$ cat src/rtl/codeword_serializer.sv
// Parallel-to-serial codeword transmitter: W-bit chunks are shifted out MSB first,
// one bit per clock, with a one-chunk holding register so consecutive chunks stream without gaps.
module codeword_serializer #(
    parameter int N  = 2048,
    parameter int M  = 32,
    parameter int La = 8
) (
    input  logic            clk_i,
    input  logic            rst_ni,
    input  logic [M*La-1:0] in_data_i,
    input  logic            in_valid_i,
    output logic            in_ready_o,
    input  logic            tx_en_i,
    input  logic            flush_i,
    output logic            ser_out_o,
    output logic            ser_valid_o,
    output logic            sof_o,
    output logic            eof_o,
    output logic            busy_o
);

    localparam int W      = M * La;
    localparam int CHUNKS = N / W;
    localparam int BW     = (W > 1) ? $clog2(W) : 1;
    localparam int CW     = (CHUNKS > 1) ? $clog2(CHUNKS) : 1;
    localparam logic [BW-1:0] BIT_LAST   = BW'(W - 1);
    localparam logic [CW-1:0] CHUNK_LAST = CW'(CHUNKS - 1);

    logic [W-1:0]  sh_q, sh_d;
    logic [W-1:0]  hold_q, hold_d;
    logic          sh_full_q, sh_full_d;
    logic          hold_full_q, hold_full_d;
    logic [BW-1:0] bit_cnt_q, bit_cnt_d;
    logic [CW-1:0] chunk_cnt_q, chunk_cnt_d;

    logic shift_en, last_bit, accept, to_shifter, to_hold;

    assign shift_en   = tx_en_i & sh_full_q;
    assign last_bit   = shift_en & (bit_cnt_q == BIT_LAST);
    assign accept     = in_valid_i & ~hold_full_q;
    // A chunk bypasses the hold register when the shifter is free now or frees up this edge.
    assign to_shifter = accept & (~sh_full_q | last_bit);
    assign to_hold    = accept & ~to_shifter;

    always_comb begin
        sh_d        = sh_q;
        hold_d      = hold_q;
        sh_full_d   = sh_full_q;
        hold_full_d = hold_full_q;
        bit_cnt_d   = bit_cnt_q;
        chunk_cnt_d = chunk_cnt_q;
        if (flush_i) begin
            sh_d        = '0;
            hold_d      = '0;
            sh_full_d   = 1'b0;
            hold_full_d = 1'b0;
            bit_cnt_d   = '0;
            chunk_cnt_d = '0;
        end else begin
            if (shift_en) begin
                if (last_bit) begin
                    bit_cnt_d   = '0;
                    chunk_cnt_d = (chunk_cnt_q == CHUNK_LAST) ? '0 : chunk_cnt_q + CW'(1);
                    if (hold_full_q) begin
                        sh_d        = hold_q;
                        hold_full_d = 1'b0;
                    end else if (to_shifter) begin
                        sh_d = in_data_i;
                    end else begin
                        sh_full_d = 1'b0;
                    end
                end else begin
                    sh_d      = {sh_q[W-2:0], 1'b0};
                    bit_cnt_d = bit_cnt_q + BW'(1);
                end
            end
            if (to_shifter && !sh_full_q) begin
                sh_d      = in_data_i;
                sh_full_d = 1'b1;
            end
            if (to_hold) begin
                hold_d      = in_data_i;
                hold_full_d = 1'b1;
            end
        end
    end

    always_ff @(posedge clk_i or negedge rst_ni) begin
        if (!rst_ni) begin
            sh_q        <= '0;
            hold_q      <= '0;
            sh_full_q   <= 1'b0;
            hold_full_q <= 1'b0;
            bit_cnt_q   <= '0;
            chunk_cnt_q <= '0;
        end else begin
            sh_q        <= sh_d;
            hold_q      <= hold_d;
            sh_full_q   <= sh_full_d;
            hold_full_q <= hold_full_d;
            bit_cnt_q   <= bit_cnt_d;
            chunk_cnt_q <= chunk_cnt_d;
        end
    end

    assign in_ready_o  = ~hold_full_q;
    assign ser_valid_o = shift_en;
    assign ser_out_o   = shift_en & sh_q[W-1];
    assign sof_o       = shift_en & (bit_cnt_q == '0) & (chunk_cnt_q == '0);
    assign eof_o       = shift_en & (bit_cnt_q == BIT_LAST) & (chunk_cnt_q == CHUNK_LAST);
    assign busy_o      = sh_full_q | hold_full_q;

endmodule

$ cat config.mk
export PLATFORM = sky130hd
export DESIGN_NAME = codeword_serializer
export DESIGN_NICKNAME = d
export VERILOG_FILES = /design/src/rtl/codeword_serializer.sv
export SDC_FILE = /design/constraint.sdc
export NUM_CORES = 1
export LEC_CHECK = 0
export CORE_MARGIN = 2
export CORE_UTILIZATION = 61
export CTS_CLUSTER_DIAMETER = 150
export CTS_CLUSTER_SIZE = 28
export DETAILED_ROUTE_END_ITERATION = 6
export MAX_ROUTING_LAYER = met4
export PLACE_DENSITY = 0.85
export SLEW_MARGIN = 15
export SYNTH_ARGS = -nofsm -noshare
export SYNTH_HDL_FRONTEND = slang
export SYNTH_SLANG_ARGS = --single-unit
$ cat constraint.sdc
create_clock -name clk_i -period 4.6 [get_ports clk_i]
set_input_delay 0.92 -clock clk_i [delete_from_list [all_inputs] [get_ports clk_i]]
set_output_delay 0.92 -clock clk_i [all_outputs]
set_load 0.02 [all_outputs]
* Word level (Yosys, flattened, before mapping) *
Index checks and enable logic that the tools add are counted.

word-level totals
  register bits after elaboration = 525

operators by class
  add/sub/neg operators = 2
  bitwise operators = 14
  equal/unequal tests = 5
  mux-type cells = 25
  reduce and logical (&&, ||, !) cells = 15

operators with widths
  operator             count
  $mux 256             8
  $mux 8               3
  $mux 3               4
  $reduce_bool 3->1    4
  $mux 1               10
  $and 1x1->1          9
  $add 8x1->8 const B  1
  $eq 8x8->1 const B   1
  $logic_not 8->1      1
  $ne 3x2->1 const B   2
  $reduce_and 2->1     3
  $reduce_bool 2->1    3
  $ne 5x3->1 const B   1
  $reduce_and 4->1     1
  $add 3x1->3 const B  1
  $eq 3x3->1 const B   1
  $logic_not 3->1      1
  $not 1->1            3
  $or 1x1->1           2
  $logic_and 1x1->1    1
  $logic_not 1->1      1

* Logic depth before layout (Yosys ltp) *
  depth after elaboration = 10
  depth in mapped cells = 9
  gate-level depth less buffers = 5

* Worst setup path after synthesis *
No wires, ideal clock.

  kind = input to output
  from = in tx_en_i
  to = out eof_o
  setup slack = 1.627 ns
  data arrival time = 2.053 ns
  buffers on the path = 2
  stages on the path = 5
  required time = 3.680 ns
  path through = nand4_2 nor3_1 buf_4 buf_2 and2_1

between the ends
  cells in the longest elaborated chain, start to end = 3

RTL lines
  element                    RTL line  text
  start, declared            13        input logic tx_en_i,
  $and 1x1->1                38        assign shift_en = tx_en_i & sh_full_q;
  $and 1x1->1 (2 in series)  110       assign eof_o = shift_en & (bit_cnt_q == BIT_LAST) & (chunk_cnt_q == CHUNK_LAST);
  end, declared              18        output logic eof_o,

No other way between the ends.

* Worst setup path after layout *
  from = in tx_en_i
  to = out sof_o

between the ends
  cells in the longest elaborated chain, start to end = 3

RTL lines
  element                    RTL line  text
  $and 1x1->1                38
  $and 1x1->1 (2 in series)  109       assign sof_o = shift_en & (bit_cnt_q == '0) & (chunk_cnt_q == '0);
  end, declared              17        output logic sof_o,

No other way between the ends.

==> run metrics <==
core area 0.0397 mm²; CTS resizes 0; setup repair after global routing missed its margin no; Synth Net Count 2602; postcts setup bufs 0; final hold slack 0.334 ns; GRT busiest layer met2; Worst setup EP type output port; CTS Sinks 525; worst path required time 3.68 ns; clock share of power 26.6%; CTS clock-pin slew for the worst setup and hold paths 0.11 ns; DRC 0; Final Hold Vio Count 0; number of setup violations in the final report 0; gpl congestion 0.813; VDD IR max 268 µV; CP Launch Type input port; CTS tree done; sw frac 27.6%; area leader, netlist dfrtp_1; r2r worst-path depth 6; Final Skew 0.0192 ns; Crit Path Max Fanout 10; Max H-tree Level 1; top cell type's share of synthesized area 53.5%; post-synthesis sequential area ratio 53.5%; initial core utilization 61.8%; Finished Core Util 70.6%; Slew Viols, Final 0; Vias per Instance 7.50; Hold Buf Count CTS 0; Int Power 6.42 mW; DR vias 21900; share of cells above drive strength 1 5.90%; Final Power 8.87 mW; Mapped Cells 2336; FP Rows 73; relative slew slack 38.2%; Setup CP Type input port to output port; asr flop ratio synth 100%; Nets 2656; Mapped Area 0.0245 mm²; first-pass GRT wire length 120000 µm; leakage power 11.4 nW; setup_tns 0 ns; MaxCap Viol Count 0; met3 usage 5.95%; outcome finished clean; ranking of synthesized cells by area dfrtp_1 54%, a22o_1 9.1%, o21ai_0 5.1%, o31ai_1 4.8%, a21oi_1 4.6%; DRT iter0 DRCs 3032; Avg WL per Cell 25.6 µm; Synth Warn # 0; Final HPWL DP 41500 µm; GR Util met1 50.2%; Sw Pwr 2.45 mW; CTS buffer count 22; initial antenna violation count 8; GRT met2 Usage 54.8%; port bufs 266; combinational power share 16.2%; Total GRT Usage 36.5%; IO Pins 267; number of synthesized flops with an enable pin 0; Layout area overhead 14.2%; drt first pass iters 6; min Tclk post-route 4.08 ns; worst-skew pair later-pin latency 0.58 ns; sequential share of power 57.2%; Fmax 0.245 GHz; crit path DAT 3.16 ns; Worst Hold Class input port to async pin; Netlist cell types 50; Post-synth top flop dfrtp_1; global route total overflow 0; Post-Route WL 74800 µm; Worst Tran Pin Value 0.921 ns; Final period util 88.7%; syn avg cell area 10.5 µm²; Yosys reg bits 525; die width 205 µm; clock buffer depth 3; pin count of the biggest net entering global routing 196; post-route ant nets 0; vias in the first global route 22300; clock root buffer clkbuf_16; die area 0.0419 mm²; Die Ht 205 µm; pwr dens 316 mW/mm²
-- registers in the layout, summed over array words and instances (netlist names) --
register	cells
bit_cnt_q	8
sh_q	256
sh_full_q	1
hold_full_q	1
hold_q	256
chunk_cnt_q	3
-- power by group through the flow --
stage / Sequential (mW) / Clock, mW / Combinational (mW)
after floorplan: 5.08 / 0 / 0.805
after global placement: 5.14 / 0 / 1.37
after detailed placement: 5.15 / 0 / 1.41
after CTS: 5.06 / 2.38 / 1.42
after global routing: 5.10 / 2.55 / 1.55
final: 5.07 / 2.36 / 1.44
-- worst max-delay path: stages --
cell             delay, ns
clkdlybuf4s50_1       0.60
nand2_2               0.15
inv_2                 0.20
nand4b_1              0.11
nor4_1                0.44
clkdlybuf4s50_1       0.73
-- cell type report --
cell class / instances / area, µm²
diodes: 8 / 20.0
clock buffers: 24 / 579
clock inverters: 1 / 8.76
fillers: 2832 / 11700
inverters: 7 / 26.3
multi-input cells: 1514 / 10200
flip-flops and latches: 525 / 13100
well taps: 525 / 657
repair buffers: 320 / 3380
-- cells in the mapped netlist, types with 2 or more instances --
cell type	number
o21ai_1	7
nor4_1	61
nor2_1	4
a22o_1	256
o22ai_1	157
buf_1	8
inv_2	2
ha_1	5
nand2_1	107
dfrtp_1	525
a31oi_1	60
and4_1	3
or3_1	2
inv_1	5
and3_1	2
nand3_1	5
buf_4	7
a311oi_1	61
nand4_2	3
o21ai_0	251
nor3_1	8
mux2i_1	38
buf_2	111
clkbuf_1	164
o221ai_1	38
o31ai_1	157
mux2_2	38
xor2_1	3
xnor2_1	2
nand4_1	2
a21oi_1	225
-- cells by family (layout without fill, tap and decap cells) --
kind of cell,Yosys count,in the layout,share of synthesized area (%)
adder cells (fa/ha/maj),5,5,0.255
AO/OA/AOI/OAI,1220,1220,33.2
multiplexers,76,76,3.29
XOR/XNOR,5,5,0.178
other,0,8,0
flip-flops,525,525,53.5
buffers and inverters,297,352,5.21
AND/OR/NAND/NOR,208,208,4.36
-- per-layer routing --
| metal | wire (µm) | vias to the layer above | share of wire, % |
|---|---|---|---|
| met2 | 34900 | 1598 | 47 |
| met5 | 0 | - | 0 |
| met1 | 29700 | 10900 | 40 |
| met3 | 7790 | 184 | 10 |
| met4 | 2390 | 0 | 3.2 |
| li1 | - | 9231 | - |
-- stage by stage --
step	cells	setup WS, ns	area [µm²]
after CTS	2916	0.620	28000
after global placement	2891	0.607	27400
after detailed placement	2891	0.631	27400
final	2924	0.520	28000
after floorplan	2336	1.63	24500
after global routing	2923	0.507	28000
-- path summary, 6_finish.rpt --
| kind | startpoint | to | slack [ns] |
|---|---|---|---|
| max | tx_en_i | sof_o | 0.52 |
| min | rst_ni | hold_q[198] | 0.33 |
| min reg2reg | hold_q[189] | hold_q[189] | 0.51 |
| max in group asynchronous | rst_ni | hold_q[185] | 3.15 |
| max reg2reg | bit_cnt_q[7] | hold_q[213] | 1.37 |
| min in group clk_i | hold_q[189] | hold_q[189] | 0.51 |
-- placed cells by master, fill, tap and decap left out, types with 4 or more instances in the layout --
master / netlist / layout
nor4_1: 61 / 61
a31oi_1: 60 / 59
o21ai_1: 7 / 7
inv_1: 5 / 5
nor3_1: 8 / 6
buf_12: 0 / 25
dfrtp_1: 525 / 524
a21oi_1: 225 / 225
o21ai_0: 251 / 251
buf_4: 7 / 30
clkdlybuf4s50_1: 0 / 264
a311oi_1: 61 / 61
nand2_1: 107 / 107
diode_2: 0 / 8
mux2i_1: 38 / 38
mux2_2: 38 / 38
o31ai_1: 157 / 157
clkbuf_16: 0 / 23
o22ai_1: 157 / 157
o221ai_1: 38 / 38
nand3_1: 5 / 4
a22o_1: 256 / 256
ha_1: 5 / 5
No activity file was read; power rests on OpenSTA's default activity.
